<file path="src/rtl/mem_pkg.sv">
// -----------------------------------------------------------------------------
// mem_pkg
//  Shared types and helpers for the parametrised memory controller.
//  state_e : controller FSM state (CLEAR sweeps the array to zero, RUN serves
//            requests).
//  lanes() : number of byte lanes in a data word.
// -----------------------------------------------------------------------------
package mem_pkg;

    typedef enum logic [0:0] {
        CLEAR = 1'b0,
        RUN   = 1'b1
    } state_e;

    function automatic int lanes(input int data_width);
        return data_width / 8;
    endfunction

endpackage

</file>
<file path="src/rtl/mem_clear_seq.sv">
// -----------------------------------------------------------------------------
// mem_clear_seq
//  Index generator for the hardware clear sweep. While 'active' is high the
//  index walks 0..DEPTH-1, one word per cycle; 'done' flags the final index so
//  the controller can leave its clear state on the same edge that writes the
//  last word. Whenever 'active' is low the index is parked at 0, so every new
//  sweep starts from the first word.
// Ports:
//  clk     in   clock, rising edge
//  rst_n   in   asynchronous active-low reset
//  active  in   clear sweep in progress
//  idx     out  word index to clear this cycle
//  done    out  idx is the last word of the array
// -----------------------------------------------------------------------------
module mem_clear_seq #(
    parameter int DEPTH    = 32,
    parameter int ADDR_WID = $clog2(DEPTH)
) (
    input  logic                clk,
    input  logic                rst_n,
    input  logic                active,
    output logic [ADDR_WID-1:0] idx,
    output logic                done
);

    localparam logic [ADDR_WID-1:0] LAST_IDX = ADDR_WID'(DEPTH - 1);

    logic [ADDR_WID-1:0] idx_r;

    assign idx  = idx_r;
    assign done = active && (idx_r == LAST_IDX);

    // Sweep counter: advance while clearing, return to 0 after the last word or when idle.
    always_ff @(posedge clk or negedge rst_n) begin
        if (!rst_n) begin
            idx_r <= '0;
        end else if (active && !done) begin
            idx_r <= idx_r + ADDR_WID'(1);
        end else begin
            idx_r <= '0;
        end
    end

endmodule

</file>
<file path="src/rtl/param_mem_ctrl.sv">
// -----------------------------------------------------------------------------
// param_mem_ctrl
//  Single-port word memory behind a valid/ready request port, with per-byte
//  write enables, a 1- or 2-cycle read pipeline and a hardware clear sweep
//  that runs after reset and on clr_start.
// Ports:
//  clk        in   clock, rising edge
//  rst_n      in   asynchronous active-low reset
//  req_valid  in   request present
//  req_ready  out  request can be accepted (controller in RUN)
//  req_we     in   1 = write, 0 = read
//  req_addr   in   word address
//  req_wdata  in   write data
//  req_be     in   byte enables for writes
//  rsp_valid  out  one-cycle pulse per read, READ_LATENCY cycles after accept
//  rsp_rdata  out  read data, held between responses
//  clr_start  in   start a full clear sweep (honoured in RUN only)
//  busy       out  clear sweep in progress
//  err        out  one-cycle pulse: an accepted request addressed >= DEPTH
// -----------------------------------------------------------------------------
module param_mem_ctrl
    import mem_pkg::*;
#(
    parameter int DATA_WIDTH   = 32,
    parameter int DEPTH        = 32,
    parameter int ADDR_WID     = $clog2(DEPTH),
    parameter int READ_LATENCY = 1
) (
    input  logic                    clk,
    input  logic                    rst_n,
    input  logic                    req_valid,
    output logic                    req_ready,
    input  logic                    req_we,
    input  logic [ADDR_WID-1:0]     req_addr,
    input  logic [DATA_WIDTH-1:0]   req_wdata,
    input  logic [DATA_WIDTH/8-1:0] req_be,
    output logic                    rsp_valid,
    output logic [DATA_WIDTH-1:0]   rsp_rdata,
    input  logic                    clr_start,
    output logic                    busy,
    output logic                    err
);

    localparam int                LANES   = lanes(DATA_WIDTH);
    // DEPTH widened by one bit so the range check also works for power-of-two depths.
    localparam logic [ADDR_WID:0] DEPTH_W = (ADDR_WID + 1)'(DEPTH);

    state_e                state_r;
    state_e                state_nxt;
    logic [ADDR_WID-1:0]   clr_idx;
    logic                  clr_done;
    logic                  addr_ok;
    logic                  accept;
    logic                  rd_accept;
    logic                  wr_accept;
    logic [DATA_WIDTH-1:0] rd_word;
    logic                  rd_v1_r;
    logic [DATA_WIDTH-1:0] rd_d1_r;
    logic                  err_r;

    logic [DATA_WIDTH-1:0] mem [DEPTH];

    mem_clear_seq #(
        .DEPTH    (DEPTH),
        .ADDR_WID (ADDR_WID)
    ) u_clear_seq (
        .clk    (clk),
        .rst_n  (rst_n),
        .active (state_r == CLEAR),
        .idx    (clr_idx),
        .done   (clr_done)
    );

    assign req_ready = (state_r == RUN);
    assign busy      = (state_r == CLEAR);
    assign addr_ok   = ({1'b0, req_addr} < DEPTH_W);
    assign accept    = req_valid && (state_r == RUN);
    assign rd_accept = accept && !req_we;
    // Out-of-range writes are accepted (and flagged) but never touch the array.
    assign wr_accept = accept && req_we && addr_ok;

    // Next-state logic: sweep until the last word is cleared, re-enter the sweep on clr_start.
    always_comb begin
        state_nxt = state_r;
        case (state_r)
            CLEAR: begin
                if (clr_done) begin
                    state_nxt = RUN;
                end else begin
                    state_nxt = CLEAR;
                end
            end
            RUN: begin
                if (clr_start) begin
                    state_nxt = CLEAR;
                end else begin
                    state_nxt = RUN;
                end
            end
            default: state_nxt = CLEAR;
        endcase
    end

    // State register: reset lands in CLEAR so the array is swept before first use.
    always_ff @(posedge clk or negedge rst_n) begin
        if (!rst_n) begin
            state_r <= CLEAR;
        end else begin
            state_r <= state_nxt;
        end
    end

    // Storage: clear sweep writes zero; otherwise accepted writes update enabled byte lanes.
    always_ff @(posedge clk) begin
        if (state_r == CLEAR) begin
            mem[clr_idx] <= '0;
        end else if (wr_accept) begin
            for (int i = 0; i < LANES; i++) begin
                if (req_be[i]) begin
                    mem[req_addr][8*i +: 8] <= req_wdata[8*i +: 8];
                end
            end
        end
    end

    // Read word selection: out-of-range reads return zero.
    always_comb begin
        rd_word = '0;
        if (addr_ok) begin
            rd_word = mem[req_addr];
        end else begin
            rd_word = '0;
        end
    end

    // First read stage and error flag: data is captured at the accepting edge, so a
    // later clear cannot disturb a read that was already accepted.
    always_ff @(posedge clk or negedge rst_n) begin
        if (!rst_n) begin
            rd_v1_r <= 1'b0;
            rd_d1_r <= '0;
            err_r   <= 1'b0;
        end else begin
            rd_v1_r <= rd_accept;
            err_r   <= accept && !addr_ok;
            if (rd_accept) begin
                rd_d1_r <= rd_word;
            end
        end
    end

    assign err = err_r;

    generate
        if (READ_LATENCY == 2) begin : g_lat2
            logic                  rd_v2_r;
            logic [DATA_WIDTH-1:0] rd_d2_r;

            // Second read stage: data only advances with a valid beat so the output holds.
            always_ff @(posedge clk or negedge rst_n) begin
                if (!rst_n) begin
                    rd_v2_r <= 1'b0;
                    rd_d2_r <= '0;
                end else begin
                    rd_v2_r <= rd_v1_r;
                    if (rd_v1_r) begin
                        rd_d2_r <= rd_d1_r;
                    end
                end
            end

            assign rsp_valid = rd_v2_r;
            assign rsp_rdata = rd_d2_r;
        end else begin : g_lat1
            assign rsp_valid = rd_v1_r;
            assign rsp_rdata = rd_d1_r;
        end
    endgenerate

endmodule
</file>
<file path="config.mk">
export PLATFORM = sky130hd
export DESIGN_NAME = param_mem_ctrl
export DESIGN_NICKNAME = d
export VERILOG_FILES = /design/src/rtl/mem_pkg.sv /design/src/rtl/mem_clear_seq.sv /design/src/rtl/param_mem_ctrl.sv
export SDC_FILE = /design/constraint.sdc
export NUM_CORES = 1
export LEC_CHECK = 0
export ABC_AREA = 1
export BUFFER_PORTS_ARGS = -buffer_cell sky130_fd_sc_hd__buf_2
export CORE_MARGIN = 2
export CORE_UTILIZATION = 40
export CTS_CLUSTER_DIAMETER = 50
export DETAILED_ROUTE_END_ITERATION = 10
export PLACE_DENSITY = 0.56
export SETUP_SLACK_MARGIN = 0.4
export SKIP_CTS_REPAIR_TIMING = 1
export SLEW_MARGIN = 20
export SYNTH_ARGS = -nofsm -noshare
export SYNTH_HDL_FRONTEND = slang
export SYNTH_SLANG_ARGS = --single-unit
</file>
<file path="constraint.sdc">
create_clock -name clk -period 4.1 [get_ports clk]
set_clock_uncertainty 0.05 [all_clocks]
set_input_delay 0.615 -clock clk [delete_from_list [all_inputs] [get_ports clk]]
set_output_delay 0.615 -clock clk [all_outputs]
set_load 0.01 [all_outputs]
</file>
Yosys cells after proc, flatten, opt, wreduce, memory -nomap -nowiden --
Memories as Yosys holds them, arrays and structs flattened. A register that Yosys moved wholly into a read port is not among the register bits. Index checks and enable logic that the tools add are counted.
Storage, ports and cells: flip-flop bits (word level) 7, RAM bits 1024, input port bits 46, output and inout bits 36, word-level logic and storage cells 40, memories kept 1
Memories:
- mem | depth 32, width 32, read ports 1, clocked after memory_dff 1, wr ports 1, RTL line param_mem_ctrl.sv:61 | logic [DATA_WIDTH-1:0] mem [DEPTH];
Operators by class: $add $sub $neg 1, equality and inequality tests 1, muxes and demuxes 24, bitwise operators 1, reductions and logical operators 9
Operators by type and width (number):
- two-way mux 32 bit | 1
- OR reduction 32 bit | 1
- two-way mux 1 bit | 19
- two-way mux 5 bit | 2
- adder 5 x 1 -> 5 bit (second input constant) | 1
- equality test 5 bit (second input constant) | 1
- logical AND 1 bit | 5
- two-way mux 4 bit | 1
- logical NOT 1 bit | 3
- case mux 1 bit (2 select lines) | 1
- NOT 1 bit | 1

Longest topological paths before layout --
depth in word-level cells 7, depth in mapped cells 12, gate-level depth less buffers 9

Hierarchy --
From an unflattened synthesis, not the netlist that was laid out.
Second synthesis, totals: cells, all modules 3807, area, all modules 44093.5 µm²
By module, submodules not included:
- param_mem_ctrl | times used 1, cells each 3779, area each 43860.8 µm², sequential area each 31600.3 µm²
- mem_clear_seq | times used 1, cells each 28, area each 232.7 µm², sequential area each 125.1 µm²

Worst setup path after synthesis --
OpenSTA, ideal clock, no wires.
kind in2reg, start point input port req_valid, end point memory mem[20][16] (enable), setup time 383 ps, arrival 2307 ps, setup slack 1359 ps, stages 10, cell sequence nand2_1 > nor2_4 > o21ai_2 > nand2_4 > buf_8 > nand2_1 > o21ai_2 > nand2_1 > buf_2 > nor3_1
On the way: longest elaborated chain between the ends 7, elaborated cells on any way between the ends 17, those cells by class mux: 14; reduce/logical: 3
RTL lines:
- start: declaration | RTL line param_mem_ctrl.sv:31 | input logic req_valid,
- logical AND 1 bit * | RTL line param_mem_ctrl.sv:77 | assign accept = req_valid && (state_r == RUN);
- logical AND 1 bit * | RTL line param_mem_ctrl.sv:80 | assign wr_accept = accept && req_we && addr_ok;
- two-way mux 1 bit | RTL line param_mem_ctrl.sv:117 | end else if (wr_accept) begin
- two-way mux 1 bit | RTL line param_mem_ctrl.sv:115 | if (state_r == CLEAR) begin
- two-way mux 1 bit (not written as such) | RTL line param_mem_ctrl.sv:120 | mem[req_addr][8*i +: 8] <= req_wdata[8*i +: 8];
- OR reduction 32 bit (no line)
- two-way mux 5 bit (no line) or two-way mux 4 bit (tied branches)
- end: declaration | RTL line param_mem_ctrl.sv:61
Every way passes the cells marked *; elsewhere a longest branch is shown, timed or not.

Final worst setup path --
start point register state_r, in the netlist req_ready, end point memory mem[27][16] (enable)
On the way: longest elaborated chain between the ends 7, elaborated cells on any way between the ends 18, those cells by class mux: 15; reduce/logical: 3
RTL lines:
- start: declaration | RTL line param_mem_ctrl.sv:48 | state_e state_r;
- start signal: assignment | RTL line param_mem_ctrl.sv:109 | state_r <= state_nxt;
- logical AND 1 bit | RTL line param_mem_ctrl.sv:77
- logical AND 1 bit | RTL line param_mem_ctrl.sv:80
- two-way mux 1 bit | RTL line param_mem_ctrl.sv:117
- two-way mux 1 bit | RTL line param_mem_ctrl.sv:115
- two-way mux 1 bit (not written as such) | RTL line param_mem_ctrl.sv:120
- OR reduction 32 bit (no line)
- two-way mux 5 bit (no line) or two-way mux 4 bit (tied branches)
Several ways; a longest one is shown, not always the timed one.

==> results.cfg <==
[global_route]
grt_pass1_wl_mm = 171
use_met2_pct = 33.2
grt-ovfl-total = 0
top_usage_layer = met2
grt_use_met1_pct = 27.7
grt.total_usage_pct = 20.2
grt_max_degree = 168
globalRouteMet3Util_pct = 2.83
grt_pass1_vias = 27600
grt_antenna_before_repair = 2

[setup_path]
crit_arrival_ns = 3.46
endpoint_kind = flip-flop
path_max_fanout = 17
critPathRequiredTime_ns = 4.44
critPathLaunchType = flip-flop
critPathKind = flip-flop to flip-flop

[sta]
fmaxAchievable_mhz = 320
setup_ws_ns = 0.977
rsz0062_at_grt = no
fin_crit_ns = 3.12
drv_slew = 0
timing.hold.ws_ns = 0.0570
tightest_slew_ns = 0.991
period_share_pct = 76.2
setup-violations-final = 0
slew_headroom_pct = 33.8
hold_viol_final = 0
finalSetupTns_ns = 0

[place]
gp_congestion = 0.793
place_ws_ns = 0.727
place_inst = 5174
place.port_buffers = 80
post-dp-hpwl_mm = 65.9
dpl_cell_area_sq_um = 46500

[yosys]
netlist_area_sq_um = 44000
ys_types = 27
synthArstFlopShare_pct = 3.67
ys_warn_count = 0
postSynthAreaPerCell_sq_um = 11.6
ys_ff_latch = 1063
synthesis.instances = 3799
synth_seq_area_share_pct = 72.2
ys.flop_type = edfxtp_1
synthesis.nets = 3847
synth_edf_count = 1024

[clock_network]
path_clk_slew_ns = 0.06
cts-root-buf = clkbuf_16
cts.sinks = 1063
clk_latency_ns = 0.69
htreeDepth = 3
numCtsBuffers = 116
cts_max_path_buffers = 3
cts_tree = yes

[pwr]
p_int_mw = 20.0
ir_drop_mv = 0.376
p_leak_nw = 18.6
finalPower_mw = 27.7
p_sw_share_pct = 27.8
power.density_nw_per_um2 = 553
switchingPower_mw = 7.70
clock_power_share_pct = 35.7
seqPwrFrac_pct = 48.9
comb_power_share_pct = 15.4

[drt]
ant_nets = 0
drcViolationCount = 0
via_per_inst = 5.24
wirelength_mm = 114
drtIter0Drc = 2601
drtPass1Iterations = 5
routedWlPerCell_um = 21.2
vias = 28247

[finish]
postLayoutCoreUtil_pct = 46.0
diodes = 0
seq_area_sq_um = 31700
stdcell_area_sq_um = 50100
n_fill_cell = 9912
layout-drive-gt1-share_pct = 13.5
synthToLayoutAreaGrowth_pct = 14.0
layout_common_cells = nand2_1, edfxtp_1, nand3_1, buf_4, clkbuf_16
multiInputGateArea_sq_um = 11100
layout.nets = 3927
final_common_cell = nand2_1
layoutNonFillerInstCount = 5387

[die]
io_pins = 82
die_y_um = 336
die_area_sq_um = 113000
die_w_um = 336
initial_core_util_pct = 40.3
rows = 121
core_sq_um = 109000

[worst_hold_path]
hold_class = input port to flip-flop

[status]
status = finished, final reports clean

[flow_run]
max-cap-violations = 0
-- metal layers --
| layer | vias to the layer above | wire, um | share of wire [%] |
|---|---|---|---|
| met2 | 818 | 54500 | 48 |
| met4 | 2 | 3180 | 2.8 |
| met1 | 13771 | 49600 | 44 |
| met5 | - | 13 | 0.011 |
| li1 | 13476 | - | - |
| met3 | 180 | 6680 | 5.9 |
-- path summary, 6_finish.rpt --
path | startpoint | end | slack, ns | cells after the start
max | req_ready | mem[27][16] | 0.98 | 9
min | clr_start | req_ready | 0.06 | 2
max reg2reg | req_ready | mem[27][16] | 0.98 | 9
min reg2reg | rsp_rdata[15] | rsp_rdata[15] | 0.42 | 2
max in group asynchronous | rst_n | rsp_rdata[25] | 2.57 | 3
min in group asynchronous | rst_n | rsp_rdata[10] | 0.50 | 2
-- cell families (layout without fill, tap and decap cells) --
| family | after synthesis | count (layout) | synth area share, % |
|---|---|---|---|
| simple gates | 2409 | 2409 | 24.6 |
| compound gates | 17 | 17 | 0.296 |
| buf+inv | 307 | 481 | 2.89 |
| fa+ha+maj | 2 | 2 | 0.0569 |
| other cells | 1 | 1 | 0.00853 |
| flops | 1063 | 1063 | 72.2 |
-- power groups by stage --
stage	Clock [mW]	Combinational [mW]	Sequential, mW
4_1_cts	10.1	4.31	13.6
3_3_place_gp	0	4.26	13.8
3_5_place_dp	0	4.30	13.8
6_report	9.90	4.26	13.5
2_1_floorplan	0	2.44	13.8
5_1_grt	10.5	4.64	13.6
-- flip-flops by register name, indices dropped and copies added (netlist names) --
name,flops
mem,1024
req_ready,1
rsp_rdata,32
rsp_valid,1
u_clear_seq.idx,5
-- cell usage after synthesis, types with 3 or more instances --
cell | number | area [sq um]
a21oi_1 | 7 | 35.0
buf_1 | 24 | 90.1
buf_2 | 37 | 185
buf_4 | 6 | 45.0
buf_6 | 5 | 56.3
clkbuf_1 | 189 | 709
dfrtp_1 | 39 | 976
edfxtp_1 | 1024 | 30700
inv_1 | 41 | 154
inv_2 | 3 | 11.3
nand2_1 | 1362 | 5110
nand2_2 | 5 | 31.3
nand3_1 | 865 | 4330
nand3_4 | 6 | 105
nor2_1 | 38 | 143
nor3_1 | 48 | 240
nor3_2 | 80 | 801
o21ai_2 | 6 | 52.6
-- worst max-delay path: stages, from the launching register on --
cell,delay [ns]
dfrtp_1,0.41
nand2_1,0.16
nor2_4,0.30
o21ai_2,0.12
nand2_4,0.26
nand2_1,0.11
o21ai_2,0.18
nand3_4,0.41
nor3_1,0.57
buf_4,0.24
-- final cells by class --
class / count / share of cell area (%)
Timing Repair Buffer: 224 / 3.39
Clock buffer: 135 / 6.02
Multi-Input combinational cell: 2429 / 22.2
Sequential cell: 1063 / 63.3
Clock inverter: 77 / 1.20
Tap cell: 1414 / 3.53
Inverter: 45 / 0.372
(Power assumes the default switching activity.)
